[config.mk]
export PLATFORM = sky130hd
export DESIGN_NAME = dmem_resp
export DESIGN_NICKNAME = d
export VERILOG_FILES = /design/src/rtl/dmem_resp_pkg.sv /design/src/rtl/dmem_resp.sv
export SDC_FILE = /design/constraint.sdc
export NUM_CORES = 1
export LEC_CHECK = 0
export ABC_CLOCK_PERIOD_IN_PS = 3000
export CAP_MARGIN = 20
export CORE_ASPECT_RATIO = 1.75
export CORE_MARGIN = 3
export CORE_UTILIZATION = 38
export CTS_CLUSTER_DIAMETER = 30
export DETAILED_ROUTE_END_ITERATION = 16
export PLACE_DENSITY = 0.85
export SLEW_MARGIN = 15
export SYNTH_ARGS = -nofsm -noshare
export SYNTH_HDL_FRONTEND = slang
export SYNTH_SLANG_ARGS = --single-unit
[constraint.sdc]
create_clock -name i_clk -period 3 [get_ports i_clk]
set_input_delay 0.3 -clock i_clk [delete_from_list [all_inputs] [get_ports i_clk]]
set_output_delay 0.3 -clock i_clk [all_outputs]
set_load 0.02 [all_outputs]
[src/rtl/dmem_resp_pkg.sv]
// Shared types and width defaults for the data-memory responder.
package dmem_resp_pkg;

  localparam int unsigned DMEM_RW = 16;
  localparam int unsigned DMEM_AW = 12;

  typedef enum logic [1:0] {
    IDLE,
    ISSUE,
    WAIT,
    ACK
  } dmem_state_e;

  // Wait-counter width: clog2(wait_cycles+1), never below one bit.
  function automatic int unsigned cnt_width(input int unsigned wait_cycles);
    return (wait_cycles == 0) ? 1 : $clog2(wait_cycles + 1);
  endfunction

endpackage

[src/rtl/dmem_resp.sv]
// Data-memory responder: one SRAM access per held request, acked after WAIT_CYCLES.
// Optional feature: define DMEM_RANGE_CHECK_EN to flag/drop accesses above the SRAM.
module dmem_resp
  import dmem_resp_pkg::*;
#(
  parameter int unsigned RW          = DMEM_RW,
  parameter int unsigned AW          = DMEM_AW,
  parameter int unsigned WAIT_CYCLES = 0
) (
  input  logic          i_clk,
  input  logic          i_rst_n,
  input  logic          i_mem_req,
  input  logic [RW-1:0] i_mem_addr,
  input  logic [RW-1:0] i_mem_data,
  input  logic          i_mem_we,
  output logic          o_mem_ack,
  output logic [RW-1:0] o_mem_data,
  output logic          o_mem_err,
  output logic          o_sram_en,
  output logic          o_sram_we,
  output logic [AW-1:0] o_sram_addr,
  output logic [RW-1:0] o_sram_wdata,
  input  logic [RW-1:0] i_sram_rdata
);

  localparam int unsigned    CW       = cnt_width(WAIT_CYCLES);
  localparam logic [CW-1:0]  CNT_LOAD = (WAIT_CYCLES > 0) ? CW'(WAIT_CYCLES - 1) : '0;

  dmem_state_e   state_q, state_d;
  logic [CW-1:0] cnt_q;
  logic [RW-1:0] addr_q;
  logic [RW-1:0] data_q;
  logic          we_q;
  logic          oor;

`ifdef DMEM_RANGE_CHECK_EN
  assign oor = (addr_q >> AW) != '0;
`else
  logic unused_hi;
  assign oor       = 1'b0;
  assign unused_hi = |(addr_q >> AW);
`endif

  always_ff @(posedge i_clk) begin
    if (!i_rst_n) begin
      state_q <= IDLE;
    end else begin
      state_q <= state_d;
    end
  end

  // Request is captured only in IDLE, so the still-high req of an acking transfer is ignored.
  always_ff @(posedge i_clk) begin
    if (!i_rst_n) begin
      cnt_q  <= '0;
      addr_q <= '0;
      data_q <= '0;
      we_q   <= 1'b0;
    end else begin
      if (state_q == IDLE && i_mem_req) begin
        addr_q <= i_mem_addr;
        data_q <= i_mem_data;
        we_q   <= i_mem_we;
      end
      if (state_q == ISSUE) begin
        cnt_q <= CNT_LOAD;
      end else if (state_q == WAIT && cnt_q != '0) begin
        cnt_q <= cnt_q - CW'(1);
      end
    end
  end

  always_comb begin
    state_d = state_q;
    unique case (state_q)
      IDLE:    if (i_mem_req) state_d = ISSUE;
      ISSUE:   state_d = (WAIT_CYCLES > 0) ? WAIT : ACK;
      WAIT:    if (cnt_q == '0) state_d = ACK;
      ACK:     state_d = IDLE;
      default: state_d = IDLE;
    endcase
  end

  // Strobe is gated by reset so an asserted reset never lets a write reach the SRAM.
  always_comb begin
    o_sram_en  = 1'b0;
    o_mem_ack  = 1'b0;
    o_mem_err  = 1'b0;
    o_mem_data = '0;
    unique case (state_q)
      ISSUE: o_sram_en = i_rst_n && !oor;
      ACK: begin
        o_mem_ack = 1'b1;
        o_mem_err = oor;
        if (!we_q && !oor) o_mem_data = i_sram_rdata;
      end
      default: ;
    endcase
  end

  assign o_sram_we    = o_sram_en && we_q;
  assign o_sram_addr  = addr_q[AW-1:0];
  assign o_sram_wdata = data_q;

endmodule
# Word-level counts from Yosys, hierarchy flattened
# Cells that the tools add are included.
# Widths: inputs -> output; s select.
# word_totals
inputBits	52
regBits	32
# classes
eq_ne	5
n_addsub	1
bitwise	1
muxes	7
reduce_logical	6
# op_table
op	n
$mux 16	2
$pmux 2 s4	1
$eq 2x2->1 const B	2
$mux 2	2
$ne 2x2->1 const B	2
$logic_and 1x1->1	3
$eq 2x1->1 const B	1
$logic_not 2->1	1
$mux 1	2
$reduce_and 2->1	1
$reduce_or 2->1	1
$not 1->1	1
$sub 1x1->1 const B	1

# Longest topological paths before layout
# depth
word_depth	3
ltp_mapped	7

# Worst setup path before layout
# OpenSTA, ideal clock, no wires.
# synth_timing
path_kind	register to output
from	register state_q[0]
to	output port o_mem_data[10]
arrival_ns	1.364
setup_slack_ns	1.336
required_ns	2.700
n_path_buf	1
path_stages_with_launch	5
path_cell_list	dfxtp_1 ha_1 nor2b_2 clkbuf_1 and2_1
# synth_via
elab_chain_cells	2
# synth_rtl
item	line_no	source
start, declared	dmem_resp.sv:29	dmem_state_e state_q, state_d;
start signal, assigned	dmem_resp.sv:48	state_q <= state_d;
$eq 2x2->1	dmem_resp.sv:90	unique case (state_q)
$mux 16	dmem_resp.sv:90	
end, declared	dmem_resp.sv:17	output logic [RW-1:0] o_mem_data,
# Every way passes these cells.

# Worst setup path in the final report
# layout_timing
from	register state_q[1]
to	output port o_mem_data[0]
# The elaborated chain is that of the path after synthesis.

==> results.cfg <==
[clocking]
clockRootBuffer = clkbuf_8
cts_resized = 0
cts_setup_buffers = 0
path_clk_slew_ns = 0.06
cts_inserted_buffers = 5
cts_buffer_depth = 2
worstSkewPairLatency_ns = 0.28
htree_levels = 2
cts_tree = done
cts.hold.buffers_added = 0
cts_sinks = 32

[finish]
fin_util_pct = 67.7
final_cells = 306
final_cell_mix = clkdlybuf4s50_1 (94), nand2_1 (62), dfxtp_1 (32)
drive_above_1_share_pct = 8.08
finalNetCount = 316
final_common_cell = clkdlybuf4s50_1
antenna_cells = 0
syn2layout_area_growth_pct = 68.8

[min_path]
hold_path.class = flop to flop
min-delay-start = addr_q[11]
min_to = addr_q[11]
hold_depth = 2

[power_and_ir_drop]
p_leak_nw = 0.946
p_per_area_nw_per_um2 = 539
ir_drop_mv = 0.358
totalPowerFinal_mw = 1.34

[detailed_routing]
ant_nets = 0
dr.pass1.iters = 2
via_count = 1391
viasPerCell = 4.55
initialDrtViolationCount = 2
drc_errors = 0
wire_per_inst_um = 11.8
totalWireLength_um = 3610

[setup_path]
timing.reg2reg.setup_slack_ns = 1.18
arrival_ns = 2.06
path_max_fanout = 16
cp-end-kind = output port
setup.worst_path.class = flop to output port
r2r-start = state_q[0]
rr_endpoint = o_sram_wdata[0]
start_kind = flop
reg2regPathDepth = 5
worstPathRequired_ns = 2.70

[floorplan]
num_io_pins = 100
core-area_um2 = 3660
num_rows = 29
initial_core_util_pct = 40.1
design.die.area_um2 = 4680
die_height_um = 88.2
dieWidth_um = 53

[placed_design]
dp_hpwl_um = 2750
gp_congestion = 0.730
dp.cells = 298
io_buffers = 94

[logic_synthesis]
syn_inst = 168
synth_top_family_by_area = simple AND/OR/NAND/NOR gates
syn_area_um2 = 1470
ys_types = 22
yosys_register_bits = 32
synth_compound_area_share_pct = 17.9
syn_area_per_cell_um2 = 8.74
synthTopCellsByArea = dfxtp_1 (44%), nand2_1 (16%), a21boi_0 (8.2%), a21boi_2 (7.7%), and2_1 (7.2%)
synthSimpleGateAreaFrac_pct = 25.9
synthAdderAreaFrac_pct = 4.26
syn_nets = 225
synth_top_cell_by_area = dfxtp_1
synth_xor_area_share_pct = 0
ys_warn_count = 0
synth_top_area_share_pct = 43.6
ys_seq_area_share_pct = 43.6
synth_mux_area_share_pct = 1.36

[global_routing]
grt-ovfl-total = 0
grt_max_degree = 30
use_met3_pct = 5.40
grt.total_usage_pct = 16.9
top_usage_layer = met2
use_met2_pct = 30.7
antenna_found_initial = 0
grt_pass1_vias = 1420
grtUsageMet1_pct = 16.1
grt_pass1_wl_um = 5840

[timing]
finalSetupTns_ns = 0
timing.hold.ws_ns = 0.459
fmax_mhz = 424
setup_viol = 0
period_share_pct = 78.7
hold_viol = 0
rsz0062_at_grt = false
drv_slew = 0
relSlewSlack_pct = 37.8
max_slew.worst_pin.slew_ns = 0.931
period_minus_slack_ns = 2.36
finalClockSkew_ns = 0.00188

[flow_run]
drv_cap = 0

[outcome]
outcome = complete, no violations
## cell usage after synthesis
| library cell | instances |
|---|---|
| a21boi_0 | 16 |
| a21boi_1 | 3 |
| a21boi_2 | 10 |
| a22oi_1 | 1 |
| and2_1 | 17 |
| and2_4 | 1 |
| and3_1 | 1 |
| buf_12 | 1 |
| buf_2 | 2 |
| buf_4 | 4 |
| buf_8 | 1 |
| clkbuf_1 | 2 |
| clkbuf_2 | 1 |
| conb_1 | 1 |
| dfxtp_1 | 32 |
| ha_1 | 5 |
| inv_1 | 3 |
| mux2i_1 | 2 |
| nand2_1 | 62 |
| nor2b_2 | 1 |
| nor4bb_1 | 1 |
| or2b_1 | 1 |
## metrics by stage
stage                     setup slack (ns)  instance area, um^2
after floorplan                       1.34                 1470
after global placement               0.896                 2390
after detailed placement             0.887                 2390
after CTS                            0.591                 2480
after global routing                 0.442                 2480
final                                0.640                 2480
## registers in the layout, summed over array words and instances, names as in the netlist
name / cells
cnt_q: 1
state_q: 2
addr_q: 12
we_q: 1
o_sram_wdata: 16
## logic make-up (layout without fill, tap and decap cells)
| logic type | after synthesis | count (layout) |
|---|---|---|
| AND/OR/NAND/NOR | 84 | 84 |
| flip-flops | 32 | 32 |
| AO/OA/AOI/OAI | 30 | 30 |
| buffers and inverters | 14 | 106 |
| adder cells (fa/ha/maj) | 5 | 5 |
| multiplexers | 2 | 2 |
| other | 1 | 1 |
## area by class of cell
cell class	instances	area [um^2]
multi-input combinational	122	729
clock buffer	6	82.6
tap	46	57.6
fill	310	1180
timing repair buffer	95	948
inverter	3	11.3
sequential	32	641
clock inverter	2	10.0
## critical path, stage by stage, from the launching register on
cell,delay (ns)
dfxtp_1,0.42
ha_1,0.21
nor2b_2,0.36
and2_1,0.18
clkdlybuf4s50_1,0.61
## per-layer routing
| metal | wire [um] | vias up | share of wire (%) |
|---|---|---|---|
| met1 | 1350 | 605 | 37 |
| li1 | - | 708 | - |
| met5 | 0 | - | 0 |
| met4 | 72 | 0 | 2.0 |
| met2 | 1900 | 73 | 53 |
| met3 | 287 | 5 | 8.0 |
## power breakdown
group          internal [mW]  total (mW)  switching (mW)
clock                  0.183       0.334           0.151
combinational          0.241       0.490           0.248
sequential             0.480       0.514          0.0339
## how the worst max path moves through the flow
stage / from / end / depth (start not counted)
after floorplan: state_q[0] / o_mem_data[10] / 4
after global placement: i_rst_n / o_sram_we / 3
after detailed placement: i_rst_n / o_sram_we / 3
after CTS: state_q[1] / o_mem_data[0] / 4
after global routing: state_q[1] / o_mem_data[6] / 4
final: state_q[1] / o_mem_data[0] / 4
Note: power is estimated with default switching activity, not from simulation.
